==> src/rtl/acc_event_pack.sv <==
// Groups runs of flagged filter samples into event records (start, width, peak, sum, trunc)
// and queues them in a small FIFO drained over a valid/ready handshake.
module acc_event_pack #(
  parameter int unsigned MAX_WIDTH  = 1024,
  parameter int unsigned FIFO_DEPTH = 4
) (
  input  logic        clk_i,
  input  logic        rst_n_i,
  input  logic        laser_start_i,
  input  logic        filter_vld_i,
  input  logic [15:0] filter_data_i,
  input  logic        filter_acc_result_i,
  output logic        event_vld_o,
  input  logic        event_ready_i,
  output logic [31:0] event_start_o,
  output logic [15:0] event_width_o,
  output logic [15:0] event_peak_o,
  output logic [31:0] event_sum_o,
  output logic        event_trunc_o,
  output logic [15:0] drop_cnt_o
);

  localparam int unsigned AW = (FIFO_DEPTH > 1) ? $clog2(FIFO_DEPTH) : 1;
  localparam logic [AW:0] DEPTH_C = (AW+1)'(FIFO_DEPTH);
  localparam logic [15:0] MAXW_C  = 16'(MAX_WIDTH);

  typedef struct packed {
    logic [31:0] start;
    logic [15:0] width;
    logic [15:0] peak;
    logic [31:0] sum;
    logic        trunc;
  } rec_t;

  typedef enum logic [1:0] {S_IDLE, S_ACTIVE, S_HOLD} state_t;

  function automatic logic [15:0] max16(input logic [15:0] a, input logic [15:0] b);
    return (a > b) ? a : b;
  endfunction

  function automatic logic [15:0] sat_inc16(input logic [15:0] v);
    return (v == 16'hFFFF) ? v : v + 16'd1;
  endfunction

  state_t      state_q, state_d;
  logic [31:0] idx_q;
  logic        laser_q;
  logic [31:0] ev_start_q;
  logic [15:0] ev_width_q, ev_peak_q;
  logic [31:0] ev_sum_q;
  logic        ev_open, ev_acc, push;
  rec_t        push_rec;

  logic        samp_flag, samp_gap;
  logic [15:0] wid_inc, peak_acc;
  logic [31:0] sum_acc;

  assign samp_flag = laser_start_i & filter_vld_i & filter_acc_result_i;
  assign samp_gap  = laser_start_i & filter_vld_i & ~filter_acc_result_i;
  assign wid_inc   = ev_width_q + 16'd1;
  assign peak_acc  = max16(ev_peak_q, filter_data_i);
  assign sum_acc   = ev_sum_q + {16'd0, filter_data_i};

  always_ff @(posedge clk_i or negedge rst_n_i) begin
    if (!rst_n_i) begin
      state_q <= S_IDLE;
      idx_q   <= '0;
      laser_q <= 1'b0;
    end else begin
      state_q <= state_d;
      laser_q <= laser_start_i;
      if (!laser_start_i)    idx_q <= '0;
      else if (filter_vld_i) idx_q <= idx_q + 32'd1;
    end
  end

  // Open-event accumulators: only meaningful while ACTIVE, so left unreset.
  always_ff @(posedge clk_i) begin
    if (ev_open) begin
      ev_start_q <= idx_q;
      ev_width_q <= 16'd1;
      ev_peak_q  <= filter_data_i;
      ev_sum_q   <= {16'd0, filter_data_i};
    end else if (ev_acc) begin
      ev_width_q <= wid_inc;
      ev_peak_q  <= peak_acc;
      ev_sum_q   <= sum_acc;
    end
  end

  always_comb begin
    state_d  = state_q;
    ev_open  = 1'b0;
    ev_acc   = 1'b0;
    push     = 1'b0;
    push_rec = '0;
    case (state_q)
      S_IDLE: begin
        if (samp_flag) begin
          ev_open = 1'b1;
          if (MAXW_C == 16'd1) begin
            push     = 1'b1;
            push_rec = '{start: idx_q, width: 16'd1, peak: filter_data_i,
                         sum: {16'd0, filter_data_i}, trunc: 1'b1};
            state_d  = S_HOLD;
          end else begin
            state_d  = S_ACTIVE;
          end
        end
      end
      S_ACTIVE: begin
        if (!laser_start_i) begin
          push     = 1'b1;
          push_rec = '{start: ev_start_q, width: ev_width_q, peak: ev_peak_q,
                       sum: ev_sum_q, trunc: 1'b1};
          state_d  = S_IDLE;
        end else if (samp_flag) begin
          ev_acc = 1'b1;
          if (wid_inc == MAXW_C) begin
            push     = 1'b1;
            push_rec = '{start: ev_start_q, width: wid_inc, peak: peak_acc,
                         sum: sum_acc, trunc: 1'b1};
            state_d  = S_HOLD;
          end
        end else if (samp_gap) begin
          push     = 1'b1;
          push_rec = '{start: ev_start_q, width: ev_width_q, peak: ev_peak_q,
                       sum: ev_sum_q, trunc: 1'b0};
          state_d  = S_IDLE;
        end
      end
      S_HOLD: begin
        if (!laser_start_i || samp_gap) state_d = S_IDLE;
      end
      default: state_d = S_IDLE;
    endcase
  end

  rec_t            mem [FIFO_DEPTH];
  rec_t            head_q;
  logic [AW-1:0]   wr_q, rd_q, rd_d;
  logic [AW:0]     cnt_q, cnt_d, kept;
  logic [15:0]     drop_q;
  logic            pop, full, push_ok, drop;

  assign pop     = (cnt_q != '0) & event_ready_i;
  assign full    = (cnt_q == DEPTH_C);
  assign push_ok = push & (~full | pop);
  assign drop    = push & full & ~pop;
  assign kept    = cnt_q - (AW+1)'(pop);
  assign cnt_d   = kept + (AW+1)'(push_ok);
  assign rd_d    = rd_q + AW'(pop);

  always_ff @(posedge clk_i) begin
    if (push_ok) mem[wr_q] <= push_rec;
  end

  // Head register: bypass the pushed record when the FIFO would otherwise be empty.
  always_ff @(posedge clk_i or negedge rst_n_i) begin
    if (!rst_n_i) begin
      wr_q   <= '0;
      rd_q   <= '0;
      cnt_q  <= '0;
      head_q <= '0;
      drop_q <= '0;
    end else begin
      cnt_q <= cnt_d;
      rd_q  <= rd_d;
      if (push_ok) wr_q <= wr_q + AW'(1);
      if (cnt_d != '0) head_q <= (kept == '0) ? push_rec : mem[rd_d];
      if (laser_start_i && !laser_q) drop_q <= '0;
      else if (drop)                 drop_q <= sat_inc16(drop_q);
    end
  end

  assign event_vld_o   = (cnt_q != '0);
  assign event_start_o = head_q.start;
  assign event_width_o = head_q.width;
  assign event_peak_o  = head_q.peak;
  assign event_sum_o   = head_q.sum;
  assign event_trunc_o = head_q.trunc;
  assign drop_cnt_o    = drop_q;

endmodule
==> config.mk <==
export PLATFORM = sky130hd
export DESIGN_NAME = acc_event_pack
export DESIGN_NICKNAME = d
export VERILOG_FILES = /design/src/rtl/acc_event_pack.sv
export SDC_FILE = /design/constraint.sdc
export NUM_CORES = 1
export LEC_CHECK = 0
export BUFFER_PORTS_ARGS = -buffer_cell sky130_fd_sc_hd__buf_2
export CAP_MARGIN = 10
export CORE_UTILIZATION = 65
export DETAILED_ROUTE_END_ITERATION = 16
export PLACE_DENSITY = 0.9
export RECOVER_POWER = 100
export SYNTH_ARGS = -nofsm -noshare
export SYNTH_HDL_FRONTEND = slang
export SYNTH_SLANG_ARGS = --single-unit
==> constraint.sdc <==
create_clock -name clk_i -period 8.82 [get_ports clk_i]
set_input_delay 0.441 -clock clk_i [delete_from_list [all_inputs] [get_ports clk_i]]
set_output_delay 0.441 -clock clk_i [all_outputs]
set_load 0.03 [all_outputs]
**Word level (Yosys, flattened, before mapping)**

Memory sizes are Yosys's and may differ from the RTL's.
Index checks and enable logic that the tools add are counted.
Widths: inputs -> output; s select.

- Register bits: 251
- Memory bits (writable): 388
- Bits of input ports: 22
- Output and inout port bits: 114
- Logic and storage cells: 95
- Memories: 1

Memories:

| memory | depth | width | read ports | clocked after memory_dff | write ports | RTL line | text |
|---|---|---|---|---|---|---|---|
| mem | 4 | 97 | 1 | 0 | 1 | 139 | `rec_t mem [FIFO_DEPTH];` |

- Add/sub/neg operators: 8
- Order comparisons: 1
- Eq/ne operators: 11
- Mux-type cells: 34
- Bitwise operators: 11
- Reductions and logical operators: 12

Operator list:

| operator | number |
|---|---|
| $mux 97 | 6 |
| $mux 16 | 8 |
| $mux 32 | 2 |
| $add 16x1->16 const B | 2 |
| $add 32x1->32 const B | 1 |
| $add 32x16->32 | 1 |
| $eq 16x11->1 const B | 1 |
| $eq 16x16->1 const B | 1 |
| $gt 16x16->1 | 1 |
| $mux 2 | 6 |
| $mux 1 | 11 |
| $ne 4x4->1 const B | 2 |
| $and 1x1->1 | 7 |
| $ne 2x2->1 const B | 3 |
| $pmux 2 s3 | 1 |
| $reduce_bool 3->1 | 2 |
| $reduce_and 4->1 | 1 |
| $reduce_bool 2->1 | 2 |
| $add 3x1->3 | 1 |
| $eq 3x3->1 const B | 1 |
| $logic_not 3->1 | 1 |
| $not 1->1 | 3 |
| $sub 3x1->3 | 1 |
| $add 2x1->2 | 1 |
| 10 further kinds | 11 |

**Logic depth before layout (Yosys ltp)**

- Word-level depth: 10
- Depth in mapped cells: 17
- Gate-level depth less buffers: 14

**Worst setup path before layout**

OpenSTA, ideal clock, no wires.

- Path type: reg-to-reg
- Start: reg ev_width_q[0]
- End: mem mem[0][0] (netlist name), enable pin
- Library setup time: 0.467 ns
- Data arrival time: 4.460 ns
- Required time: 8.353 ns
- Slack: 3.893 ns
- Cell stages (with the launch flop): 10
- Buffers on the path: 1
- Period minus slack after synthesis: 4.927 ns
- Cell sequence: dfxtp_1 ha_1 nand2_1 nor3_2 a31oi_1 nor4b_4 a41o_1 nor2b_1 clkbuf_1 and2_1

- Longest elaborated chain between the ends: 9

Ends and longest elaborated chain:

| element | RTL line | text |
|---|---|---|
| start: declaration | 49 | `logic [15:0] ev_width_q, ev_peak_q;` |
| start signal: assignment | 85 | `ev_width_q <= wid_inc;` |
| $add 16x1->16 | 60 | `assign wid_inc = ev_width_q + 16'd1;` |
| $eq 16x11->1 | 119 | `if (wid_inc == MAXW_C) begin` |
| $mux 1 | 119 |  |
| $mux 1 | 117 | `end else if (samp_flag) begin` |
| $mux 1 | 112 | `if (!laser_start_i) begin` |
| $mux 1 | 97 | `case (state_q)` |
| $and 1x1->1 | 148 | `assign push_ok = push & (~full \| pop);` |
| net push_ok | 144 | `logic pop, full, push_ok, drop;` |
| $mux 1 | 155 | `if (push_ok) mem[wr_q] <= push_rec;` |
| $mux 1 (implied by the code) | 155 |  |
| end: declaration | 139 |  |

The timed path passes the listed nets, and every way through them passes these cells.

**Final worst setup path**

- Start: reg ev_width_q[0]
- End: mem mem[0][1] (netlist name), enable pin

- Longest elaborated chain between the ends: 9

Ends and longest elaborated chain:

| element | RTL line |
|---|---|
| $add 16x1->16 | 60 |
| $eq 16x11->1 | 119 |
| $mux 1 | 119 |
| $mux 1 | 117 |
| $mux 1 | 112 |
| $mux 1 | 97 |
| $and 1x1->1 | 148 |
| $mux 1 | 155 |
| $mux 1 (implied by the code) | 155 |

No other way between the ends.

==> flow_metrics.tcl <==
set metrics [dict create \
    skew_ns 0.0350 \
    switching_share_pct 35.4 \
    ios 136 \
    totalWireLength_um 71600 \
    hp-class "input pin to flip-flop" \
    grt_pass1_vias 19500 \
    finalSetupViolCount 0 \
    hold_viol_final 0 \
    clockPowerShare_pct 25.8 \
    synth_seq_area_share_pct 64.1 \
    powerDensity_nw_per_um2 318 \
    place_congestion 0.884 \
    antenna_found_initial 1 \
    tritoncts "done" \
    min-delay-start "filter_data_i[6]" \
    reg2reg_to "mem[0][1]$_DFFE_PP_" \
    rows 75 \
    start_util_pct 66.5 \
    pwr-share-comb_pct 35.4 \
    postCtsResizedCells 0 \
    p_sw_uw 3490 \
    cts_max_level 2 \
    start_kind "flip-flop" \
    syn_area_sq_um 28200 \
    grtUsageTotal_pct 32.6 \
    final_cell_mix "452 x edfxtp_1, 232 x nand2_1, 168 x nor2_1" \
    critPathKind "flip-flop to flip-flop" \
    die_area_sq_um 44200 \
    avgSynthCellArea_sq_um 13.3 \
    routed_via_density 6.85 \
    synthFlopType "edfxtp_1" \
    tightest_slew_ns 5.96 \
    fin_crit_ns 6.95 \
    port-buffer-count 135 \
    synthCells 2116 \
    die_y_um 210 \
    grt_start_max_net_pins 93 \
    r2r_slack_ns 1.87 \
    detail-route-antenna-nets 0 \
    synth_edf_count 452 \
    placed_area_sq_um 29300 \
    intPower_uw 6370 \
    cap_violations 9 \
    synth_seq_cells 639 \
    regArea_sq_um 18100 \
    clockBufferDepth 3 \
    dr.pass1.iters 7 \
    setup-tns-final_ns 0 \
    fin_area_sq_um 31100 \
    hold_path_end "event_peak_o[6]$_DFFE_PN0P_" \
    fp.coreArea_sq_um 42400 \
    area_delta_synth_final_pct 10.1 \
    min_period_over_period_pct 78.8 \
    reg2reg_depth 10 \
    crit_required_ns 9.02 \
    vias 19400 \
    drive_above_1_share_pct 11.9 \
    die_w_um 210 \
    numCtsBuffers 60 \
    multi_input_area_sq_um 9490 \
    place_hpwl_um 40800 \
    cts.sinks 639 \
    clk_latency_ns 0.63 \
    slew_violations 478 \
    grt_pass1_wl_um 109000 \
    cts-root-buf "clkbuf_16" \
    yosysWarnings 0 \
    grt_overflow_total 0 \
    ir_drop_mv 0.284 \
    cp.arrival_ns 7.15 \
    drtIter0Drc 2750 \
    max_freq_mhz 144 \
    synth_cell_type_count 76 \
    p_leak_uw 0.0111 \
    max_slew_margin_pct -297 \
    rsz0062_at_grt "false" \
    seqPwrFrac_pct 38.9 \
    clk_pin_slew_worst_paths_ns 0.07 \
    wl_per_cell_um 25.3 \
    drc 0 \
    finalNetCount 2270 \
    crit_fanout 53 \
    violations "capacitance limit, slew limit" \
    crit_path_end_kind "flip-flop" \
    regToRegStartpoint "ev_width_q[0]$_SDFFE_PP1P_" \
    synth_nets 2183 \
    final_common_cell "edfxtp_1" \
    outcome "finished with violations" \
    hold_depth 3 \
    fillers 2540 \
    async_flop_share_pct 24.3 \
]
## cell families (layout without fill, tap and decap cells)
kind of cell,count (synthesis),count (layout),share of synthesized area [%]
flip-flops,639,639,64.1
adder cells (fa/ha/maj),45,45,2.02
buffers and inverters,166,303,2.35
AND/OR/NAND/NOR,651,651,11.1
AO/OA/AOI/OAI,417,417,9.25
multiplexers,129,129,9.01
other,0,1,0
XOR/XNOR,69,69,2.14
## routing by layer
metal | track usage (%) | part of all wire, % | up-vias
li1 | - | - | 8121
met1 | 42.2 | 36 | 9523
met2 | 53.0 | 48 | 1444
met4 | 15.8 | 4.9 | 2
met5 | 0 | 0.018 | -
met3 | 6.91 | 11 | 302
## cells in the mapped netlist (13+ instances only)
| cell type | count | area (sq um) |
|---|---|---|
| xor2_1 | 32 | 280 |
| dfrtp_1 | 155 | 3880 |
| a21o_1 | 15 | 113 |
| mux4_2 | 97 | 2180 |
| buf_2 | 16 | 80.1 |
| mux2_2 | 28 | 315 |
| clkbuf_1 | 101 | 379 |
| xnor2_1 | 37 | 324 |
| ha_1 | 44 | 551 |
| and3_1 | 43 | 269 |
| and2_1 | 67 | 419 |
| edfxtp_1 | 452 | 13600 |
| a21oi_1 | 99 | 495 |
| o21ai_0 | 99 | 495 |
| nand3_1 | 36 | 180 |
| or3_1 | 22 | 138 |
| dfxtp_1 | 32 | 641 |
| nor2b_1 | 13 | 81.3 |
| a31oi_1 | 83 | 519 |
| nand2_1 | 232 | 871 |
| inv_1 | 30 | 113 |
| nand4_1 | 19 | 119 |
| buf_1 | 14 | 52.6 |
| nor2_1 | 170 | 638 |
| a22oi_1 | 32 | 240 |
## worst max path at each step
| stage | from | cells after the start | to |
|---|---|---|---|
| 6_report | ev_width_q[0]$_SDFFE_PP1P_ | 10 | mem[0][1]$_DFFE_PP_ |
| 3_3_place_gp | ev_width_q[0]$_SDFFE_PP1P_ | 14 | event_sum_o[17]$_DFFE_PN0P_ |
| 2_1_floorplan | ev_width_q[0]$_SDFFE_PP1P_ | 9 | mem[0][0]$_DFFE_PP_ |
| 5_1_grt | ev_width_q[0]$_SDFFE_PP1P_ | 10 | mem[0][6]$_DFFE_PP_ |
| 3_5_place_dp | ev_width_q[0]$_SDFFE_PP1P_ | 15 | event_sum_o[9]$_DFFE_PN0P_ |
| 4_1_cts | ev_width_q[0]$_SDFFE_PP1P_ | 15 | event_width_o[3]$_DFFE_PN0P_ |
## registers in the layout, summed over array words and instances (netlist names)
signal and cells:
mem 388, ev_start_q 32, ev_sum_q 32, event_start_o 32
event_sum_o 32, idx_q 32, drop_cnt_o 16, ev_peak_q 16
ev_width_q 16, event_peak_o 16, event_width_o 16, cnt_q 3
rd_q 2, state_q 2, wr_q 2, event_trunc_o 1
laser_q 1
## timing repair
item,4_1_cts,5_1_grt
hold endpoints to repair,58,0
hold buffers,1,0
setup buffers,0,0
endpoints found under the setup margin,0,0
## worst max-delay path: stages (launching register included)
cell      delay [ns]
dfxtp_1         0.44
ha_1            0.31
nand2_1         0.18
nor3_1          0.36
a31oi_1         0.27
nor4b_4         0.44
a41o_1          0.25
clkbuf_1        1.51
nor2b_1         0.61
and2_4          0.82
clkbuf_2        1.27
## cell type report
| class | count | share of cell area, % |
|---|---|---|
| Tap cell | 577 | 2.32 |
| Clock inverter | 25 | 0.826 |
| Multi-Input combinational cell | 1311 | 30.6 |
| Clock buffer | 87 | 5.35 |
| Inverter | 30 | 0.363 |
| Timing Repair Buffer | 161 | 2.31 |
| Antenna cell | 1 | 0.00806 |
| Sequential cell | 639 | 58.3 |
## metrics by stage
| step | std cells | worst slack [ns] | utilization, % | total power, uW | hold slack (ns) |
|---|---|---|---|---|---|
| global placement | 2716 | 3.83 | 69.1 | 7090 | 0.467 |
| CTS | 2829 | 3.42 | 73.7 | 9840 | 0.134 |
| finish | 2831 | 1.87 | 73.2 | 9870 | 0.153 |
| detailed placement | 2716 | 3.45 | 69.1 | 7270 | 0.477 |
| global route | 2830 | 1.50 | 73.2 | 10200 | 0.166 |
| floorplan | 2116 | 3.89 | - | 6310 | 0.145 |
## power by group through the flow
stage	combinational [uW]	clock [uW]	sequential [uW]
final	3490	2540	3840
after detailed placement	3400	0	3870
after CTS	3460	2550	3820
after floorplan	2080	0	4230
after global placement	3240	0	3850
after global routing	3720	2660	3860
Note: power is estimated with default switching activity, not from simulation.
